File: src/rtl/divider_pkg.sv
// Shared types and helpers for the restoring divider.
// DIVIDER_SIGNED_EN (optional) adds signed operation to the divider.
package divider_pkg;

  typedef enum logic [1:0] {
    IDLE = 2'd0,
    BUSY = 2'd1,
    DONE = 2'd2
  } div_state_e;

  // All-ones pattern of the requested width; used as the divide-by-zero quotient.
  function automatic logic [63:0] div_zero_quotient(input int width);
    return (64'd1 << width) - 64'd1;
  endfunction

endpackage

File: src/rtl/divider_if.sv
// Request/response bundle between the execute stage and the divider.
// DIVIDER_SIGNED_EN adds the signed_op request bit.
interface divider_if #(
  parameter int WIDTH = 32
);
  logic             start;
  logic [WIDTH-1:0] dividend;
  logic [WIDTH-1:0] divisor;
`ifdef DIVIDER_SIGNED_EN
  logic             signed_op;
`endif
  logic [WIDTH-1:0] quotient;
  logic [WIDTH-1:0] remainder;
  logic             busy;
  logic             done;
  logic             div_by_zero;

`ifdef DIVIDER_SIGNED_EN
  modport master (output start, dividend, divisor, signed_op,
                  input  quotient, remainder, busy, done, div_by_zero);
  modport slave  (input  start, dividend, divisor, signed_op,
                  output quotient, remainder, busy, done, div_by_zero);
`else
  modport master (output start, dividend, divisor,
                  input  quotient, remainder, busy, done, div_by_zero);
  modport slave  (input  start, dividend, divisor,
                  output quotient, remainder, busy, done, div_by_zero);
`endif
endinterface

File: src/rtl/divider_step.sv
// One restoring shift-subtract iteration, purely combinational.
// Kept separate so two copies can be chained for 2 bits per cycle.
module divider_step #(
  parameter int WIDTH = 32
) (
  input  logic [WIDTH:0]   rem_in,
  input  logic             dvd_bit,
  input  logic [WIDTH-1:0] divisor,
  output logic [WIDTH:0]   rem_out,
  output logic             q_bit
);
  logic [WIDTH+1:0] shifted;
  logic [WIDTH+1:0] trial;

  always_comb begin
    shifted = {rem_in, dvd_bit};
    trial   = shifted - {2'b00, divisor};
    // A set top bit means the trial went negative: restore.
    q_bit   = ~trial[WIDTH+1];
    rem_out = q_bit ? trial[WIDTH:0] : shifted[WIDTH:0];
  end
endmodule

File: src/rtl/divider.sv
// Multi-cycle restoring divider, one quotient bit per clock, start/done handshake.
// Define DIVIDER_SIGNED_EN to add signed_op (magnitude divide plus sign fix-up).
module divider
  import divider_pkg::*;
#(
  parameter int WIDTH = 32
) (
  input logic      clk,
  input logic      rst,
  divider_if.slave bus
);
  localparam int CNT_W = $clog2(WIDTH);
  localparam logic [CNT_W-1:0] LAST_CNT = CNT_W'(WIDTH - 1);
  localparam logic [WIDTH-1:0] DIV_ZERO_QUOTIENT = WIDTH'(div_zero_quotient(WIDTH));

  div_state_e       state_q, state_d;
  logic [WIDTH:0]   rem_q;
  logic [WIDTH-1:0] dvd_q;
  logic [WIDTH-1:0] dsr_q;
  logic [WIDTH-1:0] quo_q;
  logic [CNT_W-1:0] cnt_q;
  logic             neg_q_q, neg_r_q;
  logic [WIDTH-1:0] quotient_q, remainder_q;
  logic             dbz_q;

  logic [WIDTH:0]   rem_nxt;
  logic             q_bit;
  logic [WIDTH-1:0] q_mag, r_mag;
  logic             sop;
  logic             last_iter;
  logic             dsr_zero;

`ifdef DIVIDER_SIGNED_EN
  assign sop = bus.signed_op;
`else
  assign sop = 1'b0;
`endif

  function automatic logic [WIDTH-1:0] mag(input logic [WIDTH-1:0] v, input logic s);
    return (s && v[WIDTH-1]) ? -v : v;
  endfunction

  divider_step #(.WIDTH(WIDTH)) u_step (
    .rem_in  (rem_q),
    .dvd_bit (dvd_q[WIDTH-1]),
    .divisor (dsr_q),
    .rem_out (rem_nxt),
    .q_bit   (q_bit)
  );

  assign last_iter = (cnt_q == LAST_CNT);
  assign dsr_zero  = (bus.divisor == '0);
  assign q_mag     = {quo_q[WIDTH-2:0], q_bit};
  assign r_mag     = rem_nxt[WIDTH-1:0];

  always_ff @(posedge clk) begin
    if (rst) state_q <= IDLE;
    else     state_q <= state_d;
  end

  always_comb begin
    state_d = state_q;
    case (state_q)
      IDLE:    if (bus.start) state_d = dsr_zero ? DONE : BUSY;
      BUSY:    if (last_iter) state_d = DONE;
      DONE:    state_d = IDLE;
      default: state_d = IDLE;
    endcase
  end

  always_ff @(posedge clk) begin
    if (rst) begin
      rem_q       <= '0;
      dvd_q       <= '0;
      dsr_q       <= '0;
      quo_q       <= '0;
      cnt_q       <= '0;
      neg_q_q     <= 1'b0;
      neg_r_q     <= 1'b0;
      quotient_q  <= '0;
      remainder_q <= '0;
      dbz_q       <= 1'b0;
    end else begin
      case (state_q)
        IDLE: if (bus.start) begin
          dvd_q   <= mag(bus.dividend, sop);
          dsr_q   <= mag(bus.divisor, sop);
          rem_q   <= '0;
          quo_q   <= '0;
          cnt_q   <= '0;
          neg_q_q <= sop & (bus.dividend[WIDTH-1] ^ bus.divisor[WIDTH-1]);
          neg_r_q <= sop & bus.dividend[WIDTH-1];
          dbz_q   <= dsr_zero;
          // Divide by zero skips BUSY, so results land on this edge.
          if (dsr_zero) begin
            quotient_q  <= DIV_ZERO_QUOTIENT;
            remainder_q <= bus.dividend;
          end
        end
        BUSY: begin
          rem_q <= rem_nxt;
          quo_q <= q_mag;
          dvd_q <= {dvd_q[WIDTH-2:0], 1'b0};
          cnt_q <= cnt_q + CNT_W'(1);
          if (last_iter) begin
            quotient_q  <= neg_q_q ? -q_mag : q_mag;
            remainder_q <= neg_r_q ? -r_mag : r_mag;
          end
        end
        default: ;
      endcase
    end
  end

  assign bus.quotient    = quotient_q;
  assign bus.remainder   = remainder_q;
  assign bus.div_by_zero = dbz_q;
  assign bus.busy        = (state_q != IDLE);
  assign bus.done        = (state_q == DONE);
endmodule

File: src/flat_wrapper.sv
// flat-port wrapper written by rule: the top's interface ports become plain ports
module divider_flat import divider_pkg::*;
#(
  parameter int WIDTH = 32
)
  (clk, rst, bus_start, bus_dividend, bus_divisor, bus_quotient, bus_remainder, bus_busy, bus_done, bus_div_by_zero);
  divider_if #(.WIDTH(WIDTH)) bus_i ();
  input logic clk;
  input logic rst;
  input wire logic [$bits(bus_i.start)-1:0] bus_start;
  input wire logic [$bits(bus_i.dividend)-1:0] bus_dividend;
  input wire logic [$bits(bus_i.divisor)-1:0] bus_divisor;
  output wire logic [$bits(bus_i.quotient)-1:0] bus_quotient;
  output wire logic [$bits(bus_i.remainder)-1:0] bus_remainder;
  output wire logic [$bits(bus_i.busy)-1:0] bus_busy;
  output wire logic [$bits(bus_i.done)-1:0] bus_done;
  output wire logic [$bits(bus_i.div_by_zero)-1:0] bus_div_by_zero;
  assign bus_i.start = bus_start;
  assign bus_i.dividend = bus_dividend;
  assign bus_i.divisor = bus_divisor;
  assign bus_quotient = bus_i.quotient;
  assign bus_remainder = bus_i.remainder;
  assign bus_busy = bus_i.busy;
  assign bus_done = bus_i.done;
  assign bus_div_by_zero = bus_i.div_by_zero;
  divider #(.WIDTH(WIDTH)) u_core (.clk(clk), .rst(rst), .bus(bus_i));
endmodule
File: config.mk
export PLATFORM = sky130hd
export DESIGN_NAME = divider_flat
export DESIGN_NICKNAME = d
export VERILOG_FILES = /design/src/rtl/divider_pkg.sv /design/src/rtl/divider_if.sv /design/src/rtl/divider_step.sv /design/src/rtl/divider.sv /design/src/flat_wrapper.sv
export SDC_FILE = /design/constraint.sdc
export NUM_CORES = 1
export LEC_CHECK = 0
export CAP_MARGIN = 10
export CORE_MARGIN = 5
export CORE_UTILIZATION = 55
export CTS_CLUSTER_SIZE = 12
export DETAILED_ROUTE_END_ITERATION = 16
export DONT_BUFFER_PORTS = 1
export GPL_ROUTABILITY_DRIVEN = 0
export HOLD_SLACK_MARGIN = 0.1
export PLACE_DENSITY_LB_ADDON = 0.2
export SYNTH_ARGS = -nofsm -noshare
export SYNTH_HDL_FRONTEND = slang
export SYNTH_SLANG_ARGS = --single-unit
File: constraint.sdc
create_clock -name clk -period 3 [get_ports clk]
set_input_delay 0.6 -clock clk [delete_from_list [all_inputs] [get_ports clk]]
set_output_delay 0.6 -clock clk [all_outputs]
set_load 0.02 [all_outputs]
; Word-level counts from Yosys, hierarchy flattened
; Cells that the tools add are included.
[totals]
out_inout_bits = 67
register_bits = 200
inputBits = 67
word_cells = 47
[classes]
n_bitwise = 1
eq_ne = 6
n_mux = 21
n_reduce_logical = 8
addsub = 2
[op_table]
columns = operator, n
row1 = 2-to-1 mux 32 bit, 7
row2 = case mux 32 bit (2 select lines), 3
row3 = 2-to-1 mux 33 bit, 2
row4 = case mux 33 bit (2 select lines), 1
row5 = case mux 31 bit (2 select lines), 1
row6 = subtractor 34 x 32 -> 34 bit, 1
row7 = logical NOT 32 bit, 1
row8 = 2-to-1 mux 31 bit, 1
row9 = case mux 5 bit (2 select lines), 1
row10 = 2-to-1 mux 2 bit, 3
row11 = AND reduction 2 bit, 3
row12 = adder 5 x 1 -> 5 bit (second input constant), 1
row13 = == test 5 bit (second input constant), 1
row14 = 2-to-1 mux 5 bit, 1
row15 = != test 2 x 1 -> 1 bit (second input constant), 2
row16 = case mux 2 bit (2 select lines), 1
row17 = AND reduction 4 bit, 1
row18 = nonzero test 2 bit, 2
row19 = == test 2 x 1 -> 1 bit (second input constant), 1
row20 = == test 2 bit (second input constant), 1
row21 = logical NOT 2 bit, 1
row22 = != test 2 bit (second input constant), 1
row23 = NOT 1 bit, 1

; Logic depth before layout (Yosys ltp)
; Gate-level depths: netlist (run 1).
[logic_depth]
depth_word = 4
mapped_depth = 14
mapped_depth_nobuf = 13

; Cells and area by module
; Synthesis (run 1) repeated with hierarchy kept, for this count alone.
[hier_totals]
cells_unflattened = 1273
hier_area_um2 = 11155.7
[modules_own_cells]
columns = mod, n_inst, seq_area_each_um2, cells_per_inst, area_per_inst_um2
row1 = divider, 1, 4003.8, 934, 8874.8
row2 = divider_step, 1, 0.0, 339, 2280.9

; Worst setup path after synthesis (run 1)
; Ideal clock, no wire load.
[synth_path]
path_kind = register to register
start = register u_core.dsr_q[12]
end = register u_core.remainder_q[13], in the netlist u_core.bus.remainder[13]
path_stages_with_launch = 14
path_buffers = 2
setup_slack_ns = 0.161
t_arrival_ns = 2.707
period_less_slack_ns = 2.839
path_cell_list = dfxtp_1 inv_1 ha_1 buf_6 a21o_1 a311oi_1 a21boi_2 a211oi_2 o31a_4 nor2_8 buf_4 mux2_2 o21ai_0 a21oi_1
[synth_between]
elab_chain_cells = 4
[synth_lines]
columns = item, line
row1 = from (decl), divider.sv:19  ; logic [WIDTH-1:0] dsr_q;
row2 = from (signal assigned), divider.sv:87  ; dsr_q <= mag(bus.divisor, sop);
row3 = subtractor 34 x 32 -> 34 bit, divider_step.sv:17  ; trial = shifted - {2'b00, divisor};
row4 = 2-to-1 mux 33 bit, divider_step.sv:20  ; rem_out = q_bit ? trial[WIDTH:0] : shifted[WIDTH:0];
row5 = 2-to-1 mux 32 bit, divider.sv:105  ; if (last_iter) begin
row6 = case mux 32 bit (2 select lines), divider.sv:84  ; case (state_q)
row7 = to (signal assigned), divider.sv:97  ; remainder_q <= bus.dividend;
row8 = to (signal assigned), divider.sv:107  ; remainder_q <= neg_r_q ? -r_mag : r_mag;
row9 = to (decl), divider.sv:23  ; logic [WIDTH-1:0] quotient_q, remainder_q;
; No other way between the ends. The select of a mux whose other input is x is not followed.
; A chain may end at the register's enable or synchronous reset.

; Worst setup path in the final report (run 1)
[layout_path]
start = register u_core.dvd_q[31]
end = register u_core.remainder_q[26], in the netlist u_core.bus.remainder[26]
[layout_between]
elab_chain_cells = 4
[layout_lines]
columns = item, line
row1 = from (decl), divider.sv:18  ; logic [WIDTH-1:0] dvd_q;
row2 = from (signal assigned), divider.sv:86  ; dvd_q <= mag(bus.dividend, sop);
row3 = from (signal assigned), divider.sv:103  ; dvd_q <= {dvd_q[WIDTH-2:0], 1'b0};
row4 = subtractor 34 x 32 -> 34 bit, divider_step.sv:17
row5 = 2-to-1 mux 33 bit, divider_step.sv:20
row6 = 2-to-1 mux 32 bit, divider.sv:105
row7 = case mux 32 bit (2 select lines), divider.sv:84
; No other way between the ends. The select of a mux whose other input is x is not followed.

==> results of run 1 <==
==> synth_stat cells, types with 7 or more instances <==
library cell / count / area [um2]
o21ai_0: 30 / 150
a2bb2oi_1: 15 / 131
buf_1: 17 / 63.8
nor4_1: 10 / 62.6
and3_1: 9 / 56.3
xor2_1: 11 / 96.3
mux2i_1: 18 / 180
a311oi_1: 36 / 315
a211o_1: 20 / 175
ha_1: 34 / 425
inv_1: 42 / 158
a21o_1: 21 / 158
nand2_1: 231 / 867
clkbuf_1: 69 / 259
xnor2_1: 15 / 131
nor2_1: 135 / 507
a21oi_1: 133 / 666
nor2b_1: 8 / 50.1
nor3_1: 68 / 340
o211ai_1: 11 / 82.6
nand3_1: 45 / 225
a211oi_1: 10 / 75.1
buf_2: 7 / 35.0
dfxtp_1: 200 / 4000
==> power by group <==
group / switching, W / internal [W]
clock: 0.00112 / 0.00118
combinational: 0.00597 / 0.00623
sequential: 0.000332 / 0.00294
total: 0.00742 / 0.0104
==> flip-flops by register name, summed over array words and instances, names as in the netlist <==
signal and cells:
u_core.bus.div_by_zero 1, u_core.bus.quotient 32, u_core.bus.remainder 32, u_core.cnt_q 5, u_core.dsr_q 32, u_core.dvd_q 32
u_core.quo_q 31, u_core.rem_q 33, u_core.state_q 2
==> repair_timing <==
item | in CTS | in global routing
gates cloned | 0 | 1
pin swaps | 17 | 53
setup endpoints to repair | 25 | 57
buffers inserted | 7 | 13
resized for setup | 23 | 105
==> metal layers <==
metal / share of wire, % / vias up / GRT usage, %
met5: 0 / - / 0
met1: 45 / 4509 / 37.6
met4: 0.72 / 0 / 4.47
met2: 45 / 363 / 36.6
li1: - / 4546 / -
met3: 9.0 / 22 / 6.55
==> through the flow <==
stage	total power, W	setup TNS [ps]	hold WS [ps]	cells
floorplan	0.00952	0	436	1286
global placement	0.0124	-282	437	1495
detailed placement	0.0125	-978	442	1495
CTS	0.0156	-3.46	216	1532
global route	0.0187	-779	226	1542
finish	0.0178	-60.1	245	1542
==> logic make-up (layout without fill, tap and decap cells) <==
kind of cell    Yosys count  count (layout)  synth area share (%)
compound gates          323             323                  21.6
flops                   200             200                  39.9
simple gates            540             540                  23.7
fa+ha+maj                35              35                  4.44
mux                      22              22                  2.25
buf+inv                 140             167                  5.84
xor+xnor                 26              26                  2.27
==> how the worst min path moves through the flow <==
stage,start,endpoint
after floorplan,u_core.dsr_q[10]$_SDFFE_PP0P_,u_core.dsr_q[10]$_SDFFE_PP0P_
after global placement,u_core.dsr_q[25]$_SDFFE_PP0P_,u_core.dsr_q[25]$_SDFFE_PP0P_
after detailed placement,u_core.dsr_q[16]$_SDFFE_PP0P_,u_core.dsr_q[16]$_SDFFE_PP0P_
after CTS,rst,u_core.quo_q[15]$_SDFFE_PP0P_
after global routing,rst,u_core.quo_q[6]$_SDFFE_PP0P_
final,rst,u_core.quo_q[28]$_SDFFE_PP0P_
==> cell type report <==
class | count | area share (%)
multi-input combinational | 946 | 50.4
sequential | 200 | 34.0
timing repair buffer | 94 | 6.92
clock buffer | 17 | 3.58
tap | 229 | 2.41
clock inverter | 14 | 1.38
inverter | 42 | 1.33
==> metrics.cfg, run 1 <==
[sta]
hold_viol_final=0
slew_violations=0
clock-skew-final_ps=11.7
setup-violations-final=3
finalCritPeriodShare_pct=101
fin_ws_ps=-36.1
relSlewSlack_pct=46.3
grt_setup_unrepaired=yes
min_period_ps=3040
max_slew.worst_pin.slew_ps=806
timing.fmax_mhz=329

[logic_synthesis]
syn_area_per_cell_um2=7.80
ys_warn_count=0
synthDistinctLibCells=71
synth_seq_area_share_pct=39.9
synthArstFlopShare_pct=0
syn-num-nets=1388
synth-edff-count=0
ys_seq_elements=200
ys.flop_type=dfxtp_1
syn_inst=1286
synth_area_um2=10000

[cells_and_area]
final_common_cell=nand2_1
nFillCells=1487
seq_area_um2=4040
finish.utilization_pct=66.2
antenna_cells=0
syn2layout_area_growth_pct=18.5
finalInstanceArea_um2=11900
fin_nets=1403
multiInputGateArea_um2=5990
layout-drive-gt1-share_pct=17.7
mostFrequentLayoutCells=nand2_1, dfxtp_1, nor2_1, a21oi_1, buf_4

[floorplanning]
start_util_pct=55.8
core.rowCount=49
die-area_um2=21000
die_y_um=145
io_pins=134
core_um2=18000
die_width_um=145

[global_route]
grt_max_degree=196
overflow=0
grt_pass1_wl_um=44100
antenna_found_initial=0
grt_pass1_vias=8335
groute.usage.overall_pct=25.0

[clock_tree]
clk_pin_slew_ps=80
cts_num_sinks=200
insertion_delay_ps=440
cts_buffers=17
root_buffer=clkbuf_16
cts_hold_buf=0
cts_tree=built
h-tree-depth=4
clockBufferDepth=2

[critical_path]
required_ps=3330
cp.arrival_ps=3370
rr_endpoint=u_core.bus.remainder[26]$_SDFFE_PP0P_
slowest_delay_ps=410
crit_buf_inv=3
cp_top_family=compound AO/OA/AOI/OAI gates
path_cells=inv_2, ha_4, inv_2, fa_2, a21oi_4, nor2_4, o211a_1, o31a_1, a21oi_2, nor3b_2, a211oi_2, buf_4, a211oi_4, o41ai_2
crit_slowest_cell=fa_2
r2r_start=u_core.dvd_q[31]$_SDFFE_PP0P_
start_kind=flip-flop
rr_worst_depth=14
path_max_fanout=3
r2r_setup_slack_ps=-40
crit_cells=14
path_common_cell=inv_2
crit_path_end_kind=flip-flop
startpoint=u_core.dvd_q[31]$_SDFFE_PP0P_
worstSetupPathType=flip-flop to flip-flop
crit_end=u_core.bus.remainder[26]$_SDFFE_PP0P_

[placed_design]
pre_cts_ws_ps=-169
dpl_cell_area_um2=10600
io_buffer_count=0
dpl.hpwl_um=18900

[detailed_routing]
routed_wl_um=28400
dr.first_iter.drc_count=1046
wire_per_inst_um=18.4
viasPerCell=6.12
drc_errors=0
ant_nets=0
via_count=9440
drt_pre_antenna_iters=5

[power_and_ir_drop]
power.density_nw_per_um2=1500
worst_ir_drop_vdd_mv=0.911
p_leak_nw=4.49

[min_path]
min_path_cells=1
hold_class=input port to flip-flop

[status]
violations=setup timing
status=complete, but fails checks

[job]
maxCapViolCount=0

(Power assumes the default switching activity.)
==> run 2, diff against run 1 <==
Settings changed: REMOVE_ABC_BUFFERS set to 1.
==> run 2 against run 1 <==
Net effect:
- the flow now finishes without violations
- fmax increased by 3.4%
- via count decreased by 4.8%
- die area unchanged
- sequential cell count unchanged
- setup slack improved by 99 ps
- wire length decreased by 5.5%
- sequential power decreased by 3%
- clock skew decreased by 1.3 ps
- register-to-register slack improved by 99 ps
- largest cell class unchanged
- highest routed layer unchanged
==> metrics.cfg, run 2 (synthesis gave the netlist of run 1 again) <==
[critical_path]
slowest_delay_ps=460
required_ps=3320
crit_buf_inv=1
start_kind=flip-flop
cp.arrival_ps=3260
r2r_start=u_core.rem_q[25]$_SDFFE_PP0P_
rr_endpoint=u_core.bus.remainder[13]$_SDFFE_PP0P_
crit_slowest_cell=dfxtp_1
cp_top_family=compound AO/OA/AOI/OAI gates
worstSetupPathType=flip-flop to flip-flop
crit_path_end_kind=flip-flop
path_max_fanout=8
r2r_setup_slack_ps=60
path_cells=ha_4, a21o_1, a21o_1, a21oi_1, a21boi_1, o31a_4, nor2_8, clkbuf_16, mux2_2, o21ai_1, a21oi_1
rr_worst_depth=11
startpoint=u_core.rem_q[25]$_SDFFE_PP0P_

[cells_and_area]
fin_nets=1385
syn2layout_area_growth_pct=15.8
mostFrequentLayoutCells=nand2_1, dfxtp_1, nor2_1, a21oi_1, nor3_1
nFillCells=1599
layout-drive-gt1-share_pct=13.9
final_common_cell=nand2_1
finalInstanceArea_um2=11600
largest_reg_flops=33
multiInputGateArea_um2=5850
top_register=u_core.rem_q
antenna_cells=0
final_cells=1525
seq_area_um2=4020

[power_and_ir_drop]
power.density_nw_per_um2=1370
switching_power_w=0.00663
p_int_w=0.00925
power.share.switching_pct=41.8
pwr-share-comb_pct=65.2
worst_ir_drop_vdd_mv=1.08
p_seq_share_pct=20.0
p_leak_nw=4.40
power.share.clock_pct=14.8

[sta]
clock-skew-final_ps=10.5
hold_viol_final=0
slew_violations=0
setup-violations-final=0
min_period_ps=2940
max_slew.worst_pin.slew_ps=686
whs_ps=218
finalCritPeriodShare_pct=97.9
relSlewSlack_pct=54.2
timing.fmax_mhz=340
fin_ws_ps=62.5
grt_setup_unrepaired=yes

[floorplanning]
core.rowCount=49
io_pins=134
die_y_um=145
die_width_um=145
die-area_um2=21000
core_um2=18000
start_util_pct=55.8

[global_route]
groute.usage.overall_pct=24.0
antenna_found_initial=0
grt_max_degree=196
grt_pass1_wl_um=42600
grt_pass1_vias=8299
overflow=0

[clock_tree]
clockBufferDepth=2
insertion_delay_ps=440
h-tree-depth=4
root_buffer=clkbuf_16
cts_buffers=17
cts_hold_buf=0
clk_pin_slew_ps=80
cts_tree=built
cts_num_sinks=200

[min_path]
hold_class=input port to flip-flop
hold_end=u_core.quo_q[8]$_SDFFE_PP0P_
min_from=rst
min_path_cells=1

[placed_design]
dp.cells=1483
dpl.hpwl_um=17900
dpl_cell_area_um2=10500
pre_cts_ws_ps=-85.9
io_buffer_count=0

[status]
status=complete, no violations

[detailed_routing]
viasPerCell=5.89
wire_per_inst_um=17.6
drt_pre_antenna_iters=6
via_count=8989
ant_nets=0
routed_wl_um=26900
dr.first_iter.drc_count=573
drc_errors=0

[job]
maxCapViolCount=0

## run 2: power by group through the flow
stage / clock, W / sequential, W / combinational, W
finish: 0.00236 / 0.00317 / 0.0103
floorplan: 0 / 0.00312 / 0.00584
global placement: 0 / 0.00319 / 0.00834
detailed placement: 0 / 0.00319 / 0.00840
global route: 0.00252 / 0.00320 / 0.0111
CTS: 0.00240 / 0.00313 / 0.00871
## run 2: layout make-up
| type | instances | share of cell area (%) |
|---|---|---|
| flip-flops and latches | 200 | 34.6 |
| clock inverters | 14 | 1.47 |
| inverters | 42 | 1.36 |
| clock buffers | 18 | 3.70 |
| multi-input cells | 946 | 50.4 |
| repair buffers | 76 | 6.07 |
| well taps | 229 | 2.47 |
## run 2: worst register-to-register path: cells and delay by family (launching register included)
kind | cells | cell delay [ps]
fa+ha+maj | 1 | 270
buf+inv | 1 | 200
flops | 1 | 460
mux | 1 | 360
simple gates | 1 | 190
compound gates | 7 | 1350
## run 2: metal layers
layer,routed length (um),track usage (%),part of all wire (%)
met4,438,6.26,1.6
met5,0,0,0
met2,12700,38.7,47
met1,11800,31.4,44
met3,1880,7.27,7.0
## run 2: timing repair
item	CTS	global route
pin swaps	2	19
setup endpoints to repair	14	62
buffers inserted	2	7
cloned	0	1
hold endpoints to repair	0	0
resized for setup	8	70
## run 2: metrics by stage
stage / power [W] / setup TNS [ps] / utilization [%]
floorplan: 0.00897 / -159890 / -
global placement: 0.0115 / -66.7 / 58.6
detailed placement: 0.0116 / -345 / 58.6
CTS: 0.0142 / -57.2 / 62.3
global route: 0.0168 / -707 / 64.7
finish: 0.0159 / 0 / 64.7
## run 2: worst max path at each step
| stage | depth (start not counted) | slack, ps | endpoint |
|---|---|---|---|
| after floorplan | 3 | -1970 | u_core.rem_q[29]$_SDFFE_PP0P_ |
| after global placement | 14 | -60 | u_core.bus.remainder[26]$_SDFFE_PP0P_ |
| after detailed placement | 14 | -90 | u_core.bus.remainder[26]$_SDFFE_PP0P_ |
| after CTS | 12 | -40 | u_core.bus.remainder[20]$_SDFFE_PP0P_ |
| after global routing | 12 | -110 | u_core.bus.remainder[26]$_SDFFE_PP0P_ |
| final | 11 | 60 | u_core.bus.remainder[13]$_SDFFE_PP0P_ |
==> run 3, diff against run 2 <==
Settings changed: GPL_TIMING_DRIVEN set to 0, REMOVE_ABC_BUFFERS 1 to unset.
==> run 3 against run 2 <==
Net effect:
- cell area up 3.0%
- setup slack got worse by 170 ps
- hold slack improved by 62 ps
- clock power hardly changed
- wire length is 18% higher
- critical endpoint is now u_core.bus.remainder[4]$_SDFFE_PP0P_
- largest cell class unchanged
- sequential cell count unchanged
- the flow now finishes with violations (setup timing)
- first-iteration DRC count grew 65%
- global-route usage grew 4.3 points
- critical path depth increased by 3
- non-clock buffer count grew 53
==> metrics.cfg, run 3 (synthesis gave the netlist of run 1 again) <==
[power_and_ir_drop]
switching_power_w=0.00822
power.density_nw_per_um2=1580
p_leak_nw=4.39
power.share.clock_pct=12.6
total_power_w=0.0189
p_int_w=0.0107
worst_ir_drop_vdd_mv=1.03
pwr-share-comb_pct=70.0
power.share.switching_pct=43.5
p_seq_share_pct=17.3

[clock_tree]
cts_buffers=17
cts_tree=built
h-tree-depth=4
clockBufferDepth=2
cts_num_sinks=200
cts_hold_buf=0
root_buffer=clkbuf_16
insertion_delay_ps=450
clk_pin_slew_ps=80

[floorplanning]
start_util_pct=55.8
io_pins=134
die_width_um=145
die-area_um2=21000
core_um2=18000
core.rowCount=49
die_y_um=145

[min_path]
min_path_cells=2
hold_class=input port to flip-flop

[sta]
slew_violations=0
setup-violations-final=27
relSlewSlack_pct=25.6
timing.fmax_mhz=322
hold_viol_final=0
whs_ps=280
max_slew.worst_pin.slew_ps=1110
grt_setup_unrepaired=yes
finalCritPeriodShare_pct=104
clock-skew-final_ps=13.8
fin_ws_ps=-110
setup_tns_ps=-1290
min_period_ps=3110

[cells_and_area]
layout-drive-gt1-share_pct=14.5
final_common_cell=nand2_1
antenna_cells=0
fin_nets=1438
syn2layout_area_growth_pct=19.3
top_register=u_core.rem_q
final_cells=1578
largest_reg_flops=33
mostFrequentLayoutCells=nand2_1, dfxtp_1, nor2_1, a21oi_1, nor3_1

[critical_path]
crit_buf_inv=4
required_ps=3390
path_cells=inv_2, ha_4, buf_6, nand4_1, nor3_4, o311ai_4, a211oi_4, o31a_4, nor2_8, buf_12, buf_12, mux2i_4, a211o_1, a21oi_2
rr_worst_depth=14
path_common_cell=buf_12
r2r_setup_slack_ps=-110
crit_cells=14
path_max_fanout=5
slowest_delay_ps=360
cp.arrival_ps=3490
crit_slowest_cell=a211oi_4
start_kind=flip-flop
worstSetupPathType=flip-flop to flip-flop
cp_top_family=compound AO/OA/AOI/OAI gates
crit_path_end_kind=flip-flop

[global_route]
grt_pass1_wl_um=48700
grt_pass1_vias=8881
grt_max_degree=21
overflow=0
antenna_found_initial=0
groute.usage.overall_pct=28.3

[placed_design]
pre_cts_ws_ps=-673
io_buffer_count=0
dpl.hpwl_um=22100
dp.cells=1515

[detailed_routing]
ant_nets=0
drt_pre_antenna_iters=8
viasPerCell=6.19
dr.first_iter.drc_count=945
via_count=9770
routed_wl_um=31600
drc_errors=0
wire_per_inst_um=20.0

[status]
status=complete, but fails checks
violations=setup timing

[job]
maxCapViolCount=0

[run 3: timing repair]
item / 4_1_cts / 5_1_grt
endpoints found under the setup margin: 78 / 97
gates resized for setup: 88 / 82
cloned: 2 / 1
pin swaps: 34 / 58
buffers inserted: 19 / 15
[run 3: path summary, 6_finish.rpt]
check / start / end
min reg2reg: u_core.dsr_q[27]$_SDFFE_PP0P_ / u_core.dsr_q[27]$_SDFFE_PP0P_
min: bus_divisor[14] / u_core.dsr_q[14]$_SDFFE_PP0P_
max reg2reg: u_core.dsr_q[12]$_SDFFE_PP0P_ / u_core.bus.remainder[4]$_SDFFE_PP0P_
max: u_core.dsr_q[12]$_SDFFE_PP0P_ / u_core.bus.remainder[4]$_SDFFE_PP0P_
[run 3: per-stage QoR]
stage               utilization [%]  cell area [um2]
floorplan                         -            10000
finish                         66.6            12000
global placement               57.4            10300
global route                   66.6            12000
detailed placement             57.4            10300
CTS                            64.2            11500
[run 3: area by class of cell]
type / count / area (um2)
plain buffers: 94 / 442
clock buffers: 18 / 439
clock inverters: 14 / 180
fillers: 1477 / 6000
inverters: 42 / 163
multi-input cells: 946 / 6080
flip-flops and latches: 200 / 4030
well taps: 229 / 287
repair buffers: 35 / 337
[run 3: worst register-to-register path, delay by kind of cell (launching register included)]
kind	cells	cell delay, ps
multiplexers	1	190
flip-flops	1	340
adder cells (fa/ha/maj)	1	280
AO/OA/AOI/OAI	5	1250
AND/OR/NAND/NOR	3	560
buffers and inverters	4	430
[run 3: power groups by stage]
stage | logic [W] | registers (W) | clock network (W)
CTS | 0.0114 | 0.00322 | 0.00239
finish | 0.0132 | 0.00328 | 0.00239
floorplan | 0.00639 | 0.00312 | 0
global placement | 0.00814 | 0.00322 | 0
detailed placement | 0.00822 | 0.00322 | 0
global route | 0.0138 | 0.00330 | 0.00253
[run 3: per-layer routing]
metal	part of all wire [%]	track usage, %
met2	45	43.3
met4	2.6	8.05
met1	42	40.4
met3	11	6.17
met5	0	0
